===== src/rtl/pwm_pkg.sv =====
// Shared constants and helpers for the pwm_fader block.
package pwm_pkg;

  localparam int unsigned DEFAULT_MAX_VALUE = 32'd1000;
  localparam int unsigned DEFAULT_PRESCALE  = 32'd250;

  // LSB position of channel ch inside a packed per-channel bus.
  function automatic int unsigned ch_lsb(input int unsigned ch, input int unsigned bits);
    return ch * bits;
  endfunction

  function automatic int unsigned clamp_max(input int unsigned v, input int unsigned max_v);
    if (v > max_v) begin
      return max_v;
    end else begin
      return v;
    end
  endfunction

endpackage


===== src/rtl/pwm_slew.sv =====
// Per-channel fade engine: captured target, active duty and settled flag.
module pwm_slew
  import pwm_pkg::*;
#(
  parameter int unsigned BITS      = 32'd10,
  parameter int unsigned MAX_VALUE = DEFAULT_MAX_VALUE
) (
  input  logic            clock,
  input  logic            reset,
  input  logic            wrap,
  input  logic            load,
  input  logic [BITS-1:0] load_value,
  input  logic [BITS-1:0] fade_step,
  output logic [BITS-1:0] duty,
  output logic            settled
);

  localparam int unsigned W1 = BITS + 32'd1;

  logic [BITS-1:0] target_r;
  logic [BITS-1:0] target_next_s;
  logic [BITS-1:0] duty_next_s;
  logic [BITS:0]   diff_s;

  // Next target from a load strobe, next duty from one fade step at the wrap.
  always_comb begin
    target_next_s = target_r;
    duty_next_s   = duty;
    diff_s        = {W1{1'b0}};
    if (load) begin
      target_next_s = BITS'(clamp_max(32'(load_value), MAX_VALUE));
    end else begin
      target_next_s = target_r;
    end
    if (wrap) begin
      if (target_r >= duty) begin
        diff_s = {1'b0, target_r} - {1'b0, duty};
      end else begin
        diff_s = {1'b0, duty} - {1'b0, target_r};
      end
      if ((fade_step == {BITS{1'b0}}) || (diff_s <= {1'b0, fade_step})) begin
        duty_next_s = target_r;
      end else if (target_r > duty) begin
        duty_next_s = BITS'({1'b0, duty} + {1'b0, fade_step});
      end else begin
        duty_next_s = BITS'({1'b0, duty} - {1'b0, fade_step});
      end
    end else begin
      duty_next_s = duty;
    end
  end

  // Channel state registers; settled is taken from the post-update values.
  always_ff @(posedge clock) begin
    if (reset) begin
      target_r <= {BITS{1'b0}};
      duty     <= {BITS{1'b0}};
      settled  <= 1'b1;
    end else begin
      target_r <= target_next_s;
      duty     <= duty_next_s;
      settled  <= (duty_next_s == target_next_s);
    end
  end

endmodule


===== src/rtl/pwm_fader.sv =====
// Multi-channel PWM with per-channel fade engines.
// Optional macro PWM_PHASE_STAGGER_EN offsets each channel's compare phase.
module pwm_fader
  import pwm_pkg::*;
#(
  parameter int unsigned CHANNELS      = 32'd2,
  parameter int unsigned BITS          = 32'd10,
  parameter int unsigned MAX_VALUE     = DEFAULT_MAX_VALUE,
  parameter int unsigned PRESCALE      = DEFAULT_PRESCALE,
  parameter int unsigned PRESCALE_BITS = 32'd8
) (
  input  logic                     clock,
  input  logic                     reset,
  input  logic [CHANNELS*BITS-1:0] target,
  input  logic [CHANNELS-1:0]      target_load,
  input  logic [BITS-1:0]          fade_step,
  output logic [CHANNELS-1:0]      signal,
  output logic [CHANNELS*BITS-1:0] duty,
  output logic [CHANNELS-1:0]      settled,
  output logic                     period_start
);

  localparam logic [PRESCALE_BITS-1:0] PRESC_LAST = PRESCALE_BITS'(PRESCALE - 32'd1);
  localparam logic [BITS-1:0]          COUNT_LAST = BITS'(MAX_VALUE - 32'd1);

  if ((MAX_VALUE >> BITS) != 32'd0) begin : g_bad_max
    $error("pwm_fader: MAX_VALUE does not fit in BITS");
  end
  if ((PRESCALE == 32'd0) || (((PRESCALE - 32'd1) >> PRESCALE_BITS) != 32'd0)) begin : g_bad_presc
    $error("pwm_fader: PRESCALE-1 does not fit in PRESCALE_BITS");
  end

  logic [PRESCALE_BITS-1:0] presc_r;
  logic [BITS-1:0]          count_r;
  logic                     tick_s;
  logic                     wrap_s;
  logic [CHANNELS-1:0]      cmp_s;

  assign tick_s = (presc_r == PRESC_LAST);
  assign wrap_s = tick_s && (count_r == COUNT_LAST);

  // Shared prescaler, period counter and period-start pulse.
  always_ff @(posedge clock) begin
    if (reset) begin
      presc_r      <= {PRESCALE_BITS{1'b0}};
      count_r      <= {BITS{1'b0}};
      period_start <= 1'b0;
    end else begin
      if (tick_s) begin
        presc_r <= {PRESCALE_BITS{1'b0}};
      end else begin
        presc_r <= presc_r + {{(PRESCALE_BITS-1){1'b0}}, 1'b1};
      end
      if (wrap_s) begin
        count_r <= {BITS{1'b0}};
      end else if (tick_s) begin
        count_r <= count_r + {{(BITS-1){1'b0}}, 1'b1};
      end else begin
        count_r <= count_r;
      end
      period_start <= wrap_s;
    end
  end

  for (genvar i = 0; i < CHANNELS; i++) begin : g_ch
    logic [BITS-1:0] phase_s;

`ifdef PWM_PHASE_STAGGER_EN
    localparam int unsigned W1     = BITS + 32'd1;
    localparam int unsigned OFFSET = i * (MAX_VALUE / CHANNELS);
    logic [BITS:0] sum_s;
    // Sum stays below 2*MAX_VALUE, so a single conditional subtract is a full modulo.
    assign sum_s   = {1'b0, count_r} + W1'(OFFSET);
    assign phase_s = (sum_s >= W1'(MAX_VALUE)) ? BITS'(sum_s - W1'(MAX_VALUE)) : BITS'(sum_s);
`else
    assign phase_s = count_r;
`endif

    assign cmp_s[i] = (phase_s < duty[ch_lsb(i, BITS) +: BITS]);

    pwm_slew #(
      .BITS      (BITS),
      .MAX_VALUE (MAX_VALUE)
    ) u_slew (
      .clock      (clock),
      .reset      (reset),
      .wrap       (wrap_s),
      .load       (target_load[i]),
      .load_value (target[ch_lsb(i, BITS) +: BITS]),
      .fade_step  (fade_step),
      .duty       (duty[ch_lsb(i, BITS) +: BITS]),
      .settled    (settled[i])
    );
  end

  // Registered compare outputs.
  always_ff @(posedge clock) begin
    if (reset) begin
      signal <= {CHANNELS{1'b0}};
    end else begin
      signal <= cmp_s;
    end
  end

endmodule

===== config.mk =====
export PLATFORM = sky130hd
export DESIGN_NAME = pwm_fader
export DESIGN_NICKNAME = d
export VERILOG_FILES = /design/src/rtl/pwm_pkg.sv /design/src/rtl/pwm_slew.sv /design/src/rtl/pwm_fader.sv
export SDC_FILE = /design/constraint.sdc
export NUM_CORES = 1
export LEC_CHECK = 0
export ABC_AREA = 0
export CAP_MARGIN = 20
export CORE_MARGIN = 2
export CORE_UTILIZATION = 40
export CTS_CLUSTER_DIAMETER = 100
export CTS_CLUSTER_SIZE = 28
export DETAILED_ROUTE_END_ITERATION = 8
export GPL_TIMING_DRIVEN = 0
export HOLD_SLACK_MARGIN = 0.12
export SYNTH_ARGS = -nofsm -noshare
export SYNTH_HDL_FRONTEND = slang
export SYNTH_SLANG_ARGS = --single-unit

===== constraint.sdc =====
create_clock -name clock -period 6.1 [get_ports clock]
set_clock_uncertainty 0.05 [all_clocks]
set_input_delay 1.22 -clock clock [delete_from_list [all_inputs] [get_ports clock]]
set_output_delay 1.22 -clock clock [all_outputs]
set_load 0.02 [all_outputs]

==> impl_metrics.tcl, run 1 <==
set metrics [dict create \
    fin_tns_setup_ps 0 \
    cts_buffers 9 \
    r2r-start "g_ch[1].u_slew.duty[7]$_SDFF_PP0_" \
    total_power_mw 1.75 \
    utilization_pct 49.1 \
    hold_path_class "reg -> reg" \
    initial_utilization_pct 40.9 \
    synth_fp_nets 994 \
    portBuffers 56 \
    grtUsageTotal_pct 23.0 \
    grt_pass1_vias 6040 \
    clkSinkCount 63 \
    max-cap-violations 0 \
    synth_area_per_cell_um2 7.95 \
    dr.pass1.iters 5 \
    cts_hold_buf 0 \
    synth-async-reset-ratio_pct 0 \
    layout.cells.non_filler 1147 \
    worst_pin_slew_ps 776 \
    muxShareOfSynthArea_pct 6.30 \
    syn_inst 854 \
    hold_end "presc_r[0]$_SDFF_PP0_" \
    holdPathStages 1 \
    fin_crit_ps 5800 \
    crit_type "reg -> reg" \
    timing.final.crit_share_pct 95.2 \
    insertedDiodeCount 0 \
    drt_wl_total_um 20700 \
    status "complete, no violations" \
    fmax_ghz 0.172 \
    hold_violations 0 \
    rows 47 \
    synth_compound_area_share_pct 20.4 \
    cts_tree "built" \
    clk_pin_slew_ps 50 \
    synth-seq-cells 63 \
    cts_buffer_depth 2 \
    p_per_area_mw_per_mm2 215 \
    gp_congestion 0.912 \
    synthDistinctLibCells 71 \
    die_area_mm2 0.0180 \
    via_per_inst 5.57 \
    drtIter0Drc 466 \
    synth_edf_count 0 \
    critPathArrivalTime_ps 6030 \
    clock_latency_ps 340 \
    grt_pass1_wl_um 32300 \
    drcViolationCount 0 \
    reg2reg_depth 24 \
    setup.worst_path.start_class "flop" \
    worst_setup_path_end_kind "flop" \
    synthSimpleGateAreaFrac_pct 18.3 \
    critPathRequiredTime_ps 6320 \
    ir_drop_v 0.000155 \
    layout-drive-gt1-share_pct 9.39 \
    fin_nets 1062 \
    routedWlPerCell_um 18.0 \
    postRouteAntennaNets 0 \
    core_area_mm2 0.0166 \
    ys.flop_type "dfxtp_1" \
    r2r_slack_ps 300 \
    min-delay-start "presc_r[0]$_SDFF_PP0_" \
    pre_cts_ws_ps -1160 \
    dp_hpwl_um 16700 \
    r2r-end "g_ch[1].u_slew.settled$_SDFF_PP1_" \
    antenna_found_initial 0 \
    maxSlewHeadroom_pct 48.1 \
    synth_top_family_by_area "compound AO/OA/AOI/OAI gates" \
    ys_seq_area_share_pct 18.6 \
    setup_viol 0 \
    cp_max_fo 10 \
    die_w_um 134 \
    layout_setup_ws_ps 295 \
    synth_area_mm2 0.00679 \
    cts_root_buf "clkbuf_16" \
    synth_fa_ha_area_share_pct 20.2 \
    grt_max_degree 11 \
    synth_xor_area_share_pct 9.94 \
    power.leakage_nw 3.36 \
    areaGrowthSynthToFinish_pct 19.9 \
    io_pins 59 \
    dpl.cell_count 1130 \
    synth_warnings 0 \
    h-tree-depth 3 \
    dieHeight_um 134 \
    overflow 0 \
    maxSlewViolCount 0 \
    vias 6390 \
]
[kinds of logic after synthesis]
kind of cell             count (synthesis)
AO/OA/AOI/OAI                          208
XOR/XNOR                                77
adder cells (fa/ha/maj)                106
buffers and inverters                  107
flip-flops                              63
multiplexers                            40
AND/OR/NAND/NOR                        253
[per-stage QoR]
step / hold slack [ps] / instance area [µm²]
5_1_grt: 455 / 8140
4_1_cts: 420 / 8030
3_5_place_dp: 408 / 7620
2_1_floorplan: 383 / 6790
6_report: 414 / 8140
3_3_place_gp: 403 / 7620
[registers in the layout (all words and copies together) (netlist names)]
name,flops
count_r,10
g_ch.u_slew.duty,20
g_ch.u_slew.settled,2
g_ch.u_slew.target_r,20
period_start,1
presc_r,8
signal,2
[layout by cell type, fill, tap and decap left out, types with 18 or more instances in the layout]
cell             count
o21ai_0             32
ha_1                90
dfxtp_1             52
nand2_1             35
inv_1               74
a21oi_1             57
nand3_1             20
clkdlybuf4s50_1     56
mux2i_1             28
xnor2_1             54
xor2_1              23
nor2_1              87
clkbuf_1            18
nor3_1              27
a21o_1              35
[per-layer routing]
metal  part of all wire [%]  global-route usage, %
met1                     49                   33.3
met2                     44                   36.3
met3                    5.3                   3.36
met4                    1.3                   4.97
met5                      0                      0
[critical path: stages (launching register included)]
cell,delay (ps)
dfxtp_1,500
inv_1,150
ha_1,430
and4_1,210
clkbuf_1,200
and4_1,280
nand3b_1,140
buf_6,160
mux2i_1,350
a221oi_2,100
o21ai_1,210
a221oi_1,110
o21ai_0,200
xor2_1,190
ha_1,270
a21o_1,180
a21oi_1,180
nand2b_1,120
o311ai_4,400
inv_4,130
nor3_2,190
a21oi_2,70
a211o_1,310
a2111oi_2,390
a41o_1,220
[timing repair]
| action | 4_1_cts | 5_1_grt |
|---|---|---|
| setup buffers | 2 | 4 |
| endpoints found under the setup margin | 20 | 3 |
| resized for setup | 20 | 34 |
| endpoints found under the hold margin | 0 | 0 |
| pin swaps | 2 | 4 |
[where the power goes]
group | leakage, nW | total, mW | internal (mW) | switching [mW]
sequential | 0.519 | 0.435 | 0.421 | 0.0133
combinational | 2.69 | 0.774 | 0.348 | 0.427
clock | 0.156 | 0.538 | 0.348 | 0.190
[synthesized netlist by cell type, types with 5 or more instances]
library cell	instances	area, µm²
xor2_1	23	201
nor4_1	8	50.1
o21ai_0	34	170
a211oi_1	11	82.6
o21a_1	6	45.0
xnor2_1	54	473
nor2b_1	17	106
nand2_1	36	135
nor3_1	27	135
clkbuf_1	23	86.3
nand4_1	8	50.1
nand2b_1	7	43.8
a2bb2oi_1	6	52.6
mux2i_1	30	300
inv_1	75	282
ha_1	100	1250
nand3_1	20	100
nor2_1	88	330
a21oi_1	59	295
and3_1	13	81.3
fa_1	6	120
a21o_1	35	263
mux2_2	8	90.1
or3_1	7	43.8
dfxtp_1	63	1260
o22ai_1	5	31.3
a31oi_1	7	43.8
[how the worst max path moves through the flow]
stage,startpoint,to,slack [ps]
final,g_ch[1].u_slew.duty[7]$_SDFF_PP0_,g_ch[1].u_slew.settled$_SDFF_PP1_,300
after global routing,g_ch[1].u_slew.duty[7]$_SDFF_PP0_,g_ch[1].u_slew.settled$_SDFF_PP1_,-30
after CTS,g_ch[0].u_slew.duty[2]$_SDFF_PP0_,g_ch[0].u_slew.settled$_SDFF_PP1_,-2
after detailed placement,g_ch[0].u_slew.duty[4]$_SDFF_PP0_,g_ch[0].u_slew.settled$_SDFF_PP1_,-1160
after global placement,g_ch[0].u_slew.duty[4]$_SDFF_PP0_,g_ch[0].u_slew.settled$_SDFF_PP1_,-1150
after floorplan,g_ch[1].u_slew.duty[4]$_SDFF_PP0_,g_ch[1].u_slew.settled$_SDFF_PP1_,190
[final cells by class]
type,count,area [µm²]
plain buffers,26,135
flip-flops and latches,63,1280
well taps,220,275
clock buffers,13,270
multi-input cells,684,5240
fillers,1663,8450
clock inverters,3,40.0
repair buffers,62,606
inverters,76,292
No activity file was read; power rests on OpenSTA's default activity.
==> inputs of run 2 (changes only) <==
Settings changed: PLACE_DENSITY_LB_ADDON set to 0.3.
==> run 2 against run 1 <==
Net effect: die area unchanged; combinational power up 0.6%; first-iteration DRC count up 15%; worst hold slack better by 4.3 ps; total power down 1.4%; clock power down 5.2%; critical path depth up 2; register-to-register slack about the same; global-route usage down 1.0 points; non-clock buffer count up 1; final area down 0.46%; critical path type unchanged; critical endpoint is now g_ch[0].u_slew.settled$_SDFF_PP1_; highest routed layer unchanged.
==> impl_metrics.tcl, run 2 (same netlist as run 1, synthesis figures left out) <==
set metrics [dict create \
    timing.final.crit_share_pct 95.4 \
    rows 47 \
    gp_congestion 0.969 \
    fmax_ghz 0.172 \
    clkSinkCount 63 \
    layout_commonest_cell "ha_1" \
    cts_root_buf "clkbuf_16" \
    path_common_cell "a21oi_1" \
    dr.pass1.iters 5 \
    cts_buffer_depth 2 \
    die_w_um 134 \
    worst_pin_slew_ps 733 \
    grt_pass1_vias 5910 \
    dieHeight_um 134 \
    layout-drive-gt1-share_pct 9.05 \
    power.leakage_nw 3.35 \
    routedWlPerCell_um 17.4 \
    final_cell_mix "ha_1, nor2_1, inv_1, a21oi_1, clkdlybuf4s50_1" \
    cp_max_fo 10 \
    hold_violations 0 \
    cts_buffers 9 \
    setup.worst_path.start_class "flop" \
    max-cap-violations 0 \
    clock_latency_ps 330 \
    layout_setup_ws_ps 281 \
    maxSlewViolCount 0 \
    worst_setup_path_end_kind "flop" \
    grt_pass1_wl_um 31100 \
    drcViolationCount 0 \
    initial_utilization_pct 40.9 \
    overflow 0 \
    crit_type "reg -> reg" \
    cpPeakStageDelay_ps 370 \
    cp_slowest_cell "dfxtp_2" \
    clk_pin_slew_ps 50 \
    via_per_inst 5.49 \
    critPathRequiredTime_ps 6320 \
    reg.largest.list "g_ch.u_slew.duty (20), g_ch.u_slew.target_r (20), count_r (10)" \
    portBuffers 56 \
    ir_drop_v 0.000160 \
    drt_wl_total_um 19900 \
    cts_tree "built" \
    io_pins 59 \
    fin_tns_setup_ps 0 \
    core_area_mm2 0.0166 \
    dp_hpwl_um 16300 \
    status "complete, no violations" \
    crit_family "compound AO/OA/AOI/OAI gates" \
    maxSlewHeadroom_pct 51.0 \
    die_area_mm2 0.0180 \
    antenna_found_initial 0 \
    critPathArrivalTime_ps 6040 \
    hold_path_class "reg -> reg" \
    grt_max_degree 12 \
    setup_viol 0 \
    fin_nets 1063 \
    nFillCells 1640 \
    fin_crit_ps 5820 \
    p_per_area_mw_per_mm2 213 \
    pre_cts_ws_ps -1100 \
    grtUsageTotal_pct 22.0 \
    cts_hold_buf 0 \
    postRouteAntennaNets 0 \
    areaGrowthSynthToFinish_pct 19.3 \
    vias 6307 \
    r2r_slack_ps 280 \
    whs_ps 418 \
    drtIter0Drc 535 \
    insertedDiodeCount 0 \
    worst-path-buf-inv 4 \
    h-tree-depth 3 \
]
[run 2: final cells by class]
| class | count | area [µm²] | share of cell area [%] |
|---|---|---|---|
| Inverter | 76 | 288 | 3.55 |
| Tap cell | 220 | 275 | 3.40 |
| Timing Repair Buffer | 62 | 606 | 7.48 |
| Clock buffer | 10 | 239 | 2.95 |
| Multi-Input combinational cell | 684 | 5220 | 64.5 |
| Sequential cell | 63 | 1270 | 15.7 |
| Clock inverter | 6 | 60.1 | 0.742 |
| Buffer | 27 | 135 | 1.67 |
[run 2: routing by layer]
metal  GRT usage [%]  vias to the layer above  wire, µm
li1                -                     3160         -
met1            31.2                     2940      9580
met2            34.3                      175      8820
met3            2.61                       32      1080
met4            7.89                        0       444
met5               0                        -         0
[run 2: where the power goes]
part,total (mW),switching [mW],internal (mW)
Clock,0.510,0.185,0.325
Sequential,0.434,0.0122,0.422
Combinational,0.779,0.427,0.352
[run 2: per-stage QoR]
| stage | power (mW) | instances | util (%) | cell area [µm²] |
|---|---|---|---|---|
| finish | 1.72 | 1148 | 48.8 | 8100 |
| floorplan | 0.973 | 854 | - | 6790 |
| detailed placement | 1.14 | 1130 | 46.0 | 7620 |
| global placement | 1.13 | 1130 | 46.0 | 7620 |
| global route | 1.82 | 1148 | 48.8 | 8100 |
| CTS | 1.69 | 1146 | 48.1 | 7980 |
[run 2: final timing paths]
check	start	end	cells after the start
worst max-delay path	g_ch[0].u_slew.duty[2]$_SDFF_PP0_	g_ch[0].u_slew.settled$_SDFF_PP1_	26
worst min-delay path	presc_r[0]$_SDFF_PP0_	presc_r[0]$_SDFF_PP0_	1
worst max register to register	g_ch[0].u_slew.duty[2]$_SDFF_PP0_	g_ch[0].u_slew.settled$_SDFF_PP1_	26
worst min register to register	presc_r[0]$_SDFF_PP0_	presc_r[0]$_SDFF_PP0_	1
[run 2: timing repair]
item | 4_1_cts | 5_1_grt
resized for setup | 15 | 33
pin swaps | 1 | 8
setup buffers | 1 | 5
setup endpoints to repair | 20 | 2
==> inputs of run 3 (changes only) <==
Settings changed: CORE_UTILIZATION 40 to 55, CTS_BUF_LIST set to sky130_fd_sc_hd__clkbuf_4.
==> run 3 against run 2 <==
Net effect: via count up 4.0%; register-to-register slack about the same; maximum frequency about the same; total power down 11%; utilization up 17 points; worst hold slack better by 23 ps; critical path type unchanged; largest power group unchanged; highest routed layer unchanged.
==> impl_metrics.tcl, run 3 (same netlist as run 1, synthesis figures left out) <==
set metrics [dict create \
    holdPathStages 1 \
    status "complete, no violations" \
    reg2reg_depth 25 \
    clkSinkCount 63 \
    hold_violations 0 \
    layout.cells.non_filler 1075 \
    layout_commonest_cell "ha_1" \
    fin_crit_ps 5820 \
    rsz0062_at_grt "no" \
    routedWlPerCell_um 18.5 \
    maxSlewViolCount 0 \
    power.leakage_nw 3.29 \
    setup.worst_path.start_class "flop" \
    cp_slowest_cell "dfxtp_4" \
    final_area_mm2 0.00787 \
    postRouteAntennaNets 0 \
    cts_buffers 9 \
    clk_pin_slew_ps 110 \
    final_cell_mix "ha_1, nor2_1, inv_1, a21oi_1, clkdlybuf4s50_1" \
    io_pins 59 \
    dieHeight_um 115 \
    worst_pin_slew_ps 775 \
    grt_pass1_wl_um 31600 \
    initial_utilization_pct 56.5 \
    crit_family "compound AO/OA/AOI/OAI gates" \
    via_per_inst 6.10 \
    grt_max_degree 11 \
    fmax_ghz 0.172 \
    antenna_found_initial 1 \
    core_area_mm2 0.0120 \
    die_w_um 115 \
    reg.largest.list "g_ch.u_slew.duty (20), g_ch.u_slew.target_r (20), count_r (10)" \
    hold_path_class "reg -> reg" \
    die_area_mm2 0.0132 \
    fin_nets 1063 \
    worst-path-buf-inv 4 \
    place_area_mm2 0.00753 \
    cts_tree "built" \
    drcViolationCount 0 \
    dp_hpwl_um 15700 \
    ir_drop_v 0.000126 \
    whs_ps 441 \
    clock_latency_ps 440 \
    areaGrowthSynthToFinish_pct 16.0 \
    setup_viol 0 \
    hold_end "presc_r[0]$_SDFF_PP0_" \
    dpl.cell_count 1057 \
    cts_buffer_depth 2 \
    maxSlewHeadroom_pct 48.1 \
    timing.final.crit_share_pct 95.4 \
    cp_max_fo 10 \
    min-delay-start "presc_r[0]$_SDFF_PP0_" \
    critPathArrivalTime_ps 6140 \
    grt_pass1_vias 6228 \
    vias 6558 \
    r2r-end "g_ch[1].u_slew.settled$_SDFF_PP1_" \
    drt_wl_total_um 19900 \
    h-tree-depth 3 \
    grtUsageTotal_pct 30.5 \
    drtIter0Drc 647 \
    portBuffers 56 \
    crit_type "reg -> reg" \
    gp_congestion 0.942 \
    layout-drive-gt1-share_pct 9.17 \
    max-cap-violations 0 \
    cpPeakStageDelay_ps 420 \
    critPathRequiredTime_ps 6420 \
    nFillCells 1060 \
    worst_setup_path_end_kind "flop" \
    dr.pass1.iters 6 \
    seq_area_mm2 0.00128 \
    cts_root_buf "clkbuf_4" \
    p_per_area_mw_per_mm2 195 \
    r2r_slack_ps 280 \
    rows 40 \
    r2r-start "g_ch[1].u_slew.duty[4]$_SDFF_PP0_" \
    cts_hold_buf 0 \
    multi_input_area_mm2 0.00521 \
    overflow 0 \
]
## run 3: changes by cell type in the layout (fill, tap and decap cells not counted), sizes merged
cell and delta:
bufinv +1, buf +1, inv -1, diode +1, clkinvlp -1, clkbuf -1
## run 3: per-stage QoR
step	total power, mW	setup WS, ps	util, %	setup TNS (ps)
after floorplan	0.973	193	-	0
after global placement	1.12	-980	62.7	-5260
after detailed placement	1.13	-1010	62.7	-5170
after CTS	1.49	7.21	64.5	0
after global routing	1.63	10.7	65.5	0
final	1.54	279	65.5	0
## run 3: final cells by class
type | instances | share of cell area [%]
multi-input combinational | 684 | 66.2
sequential | 63 | 16.3
timing repair buffer | 64 | 7.88
inverter | 76 | 3.70
tap | 147 | 2.34
buffer | 25 | 1.67
clock buffer | 10 | 0.954
clock inverter | 5 | 0.938
antenna | 1 | 0.0318
## run 3: worst register-to-register path, cell delays in order, from the launching register on
cell and delay [ps]:
dfxtp_4 420, inv_1 110, ha_1 320, buf_6 140, a21o_1 190, a221o_1 340
a221oi_2 280, nand3b_1 130, buf_6 160, mux2i_2 160, a221oi_1 260, o21ai_1 130
a221oi_1 260, o21ai_0 140, xor2_1 160, ha_1 300, a21o_1 180, a21oi_1 170
nand2b_1 120, o311ai_4 400, inv_4 130, nor3_2 220, a21oi_2 70, a211o_1 320
a2111oi_2 370, a41o_1 230
## run 3: timing repair
item / 4_1_cts / 5_1_grt
gates resized for setup: 19 / 33
setup endpoints to repair: 19 / 2
setup buffers: 1 / 7
gates cloned: 0 / 0
pin swaps: 2 / 9
## run 3: per-layer routing
metal	GRT usage [%]	vias to the layer above	share of wire (%)	wire length [µm]
met5	0	-	0	0
met4	8.76	0	2.7	539
met3	7.43	52	9.7	1940
met2	47.7	307	44	8700
met1	42.0	3040	44	8740
li1	-	3159	-	-
## run 3: power breakdown
group	internal [mW]	total [mW]	switching, mW
registers	0.420	0.433	0.0130
logic	0.351	0.782	0.430
clock network	0.166	0.321	0.155
total	0.937	1.54	0.598
## run 3: how the worst max path moves through the flow
stage,endpoint,cells after the start,start,slack (ps)
2_1_floorplan,g_ch[1].u_slew.settled$_SDFF_PP1_,25,g_ch[1].u_slew.duty[4]$_SDFF_PP0_,190
3_3_place_gp,g_ch[0].u_slew.settled$_SDFF_PP1_,26,g_ch[0].u_slew.duty[4]$_SDFF_PP0_,-980
3_5_place_dp,g_ch[0].u_slew.settled$_SDFF_PP1_,26,g_ch[0].u_slew.duty[4]$_SDFF_PP0_,-1010
4_1_cts,g_ch[0].u_slew.settled$_SDFF_PP1_,26,g_ch[0].u_slew.duty[2]$_SDFF_PP0_,7
5_1_grt,g_ch[0].u_slew.settled$_SDFF_PP1_,25,g_ch[0].u_slew.duty[4]$_SDFF_PP0_,10
6_report,g_ch[1].u_slew.settled$_SDFF_PP1_,25,g_ch[1].u_slew.duty[4]$_SDFF_PP0_,280
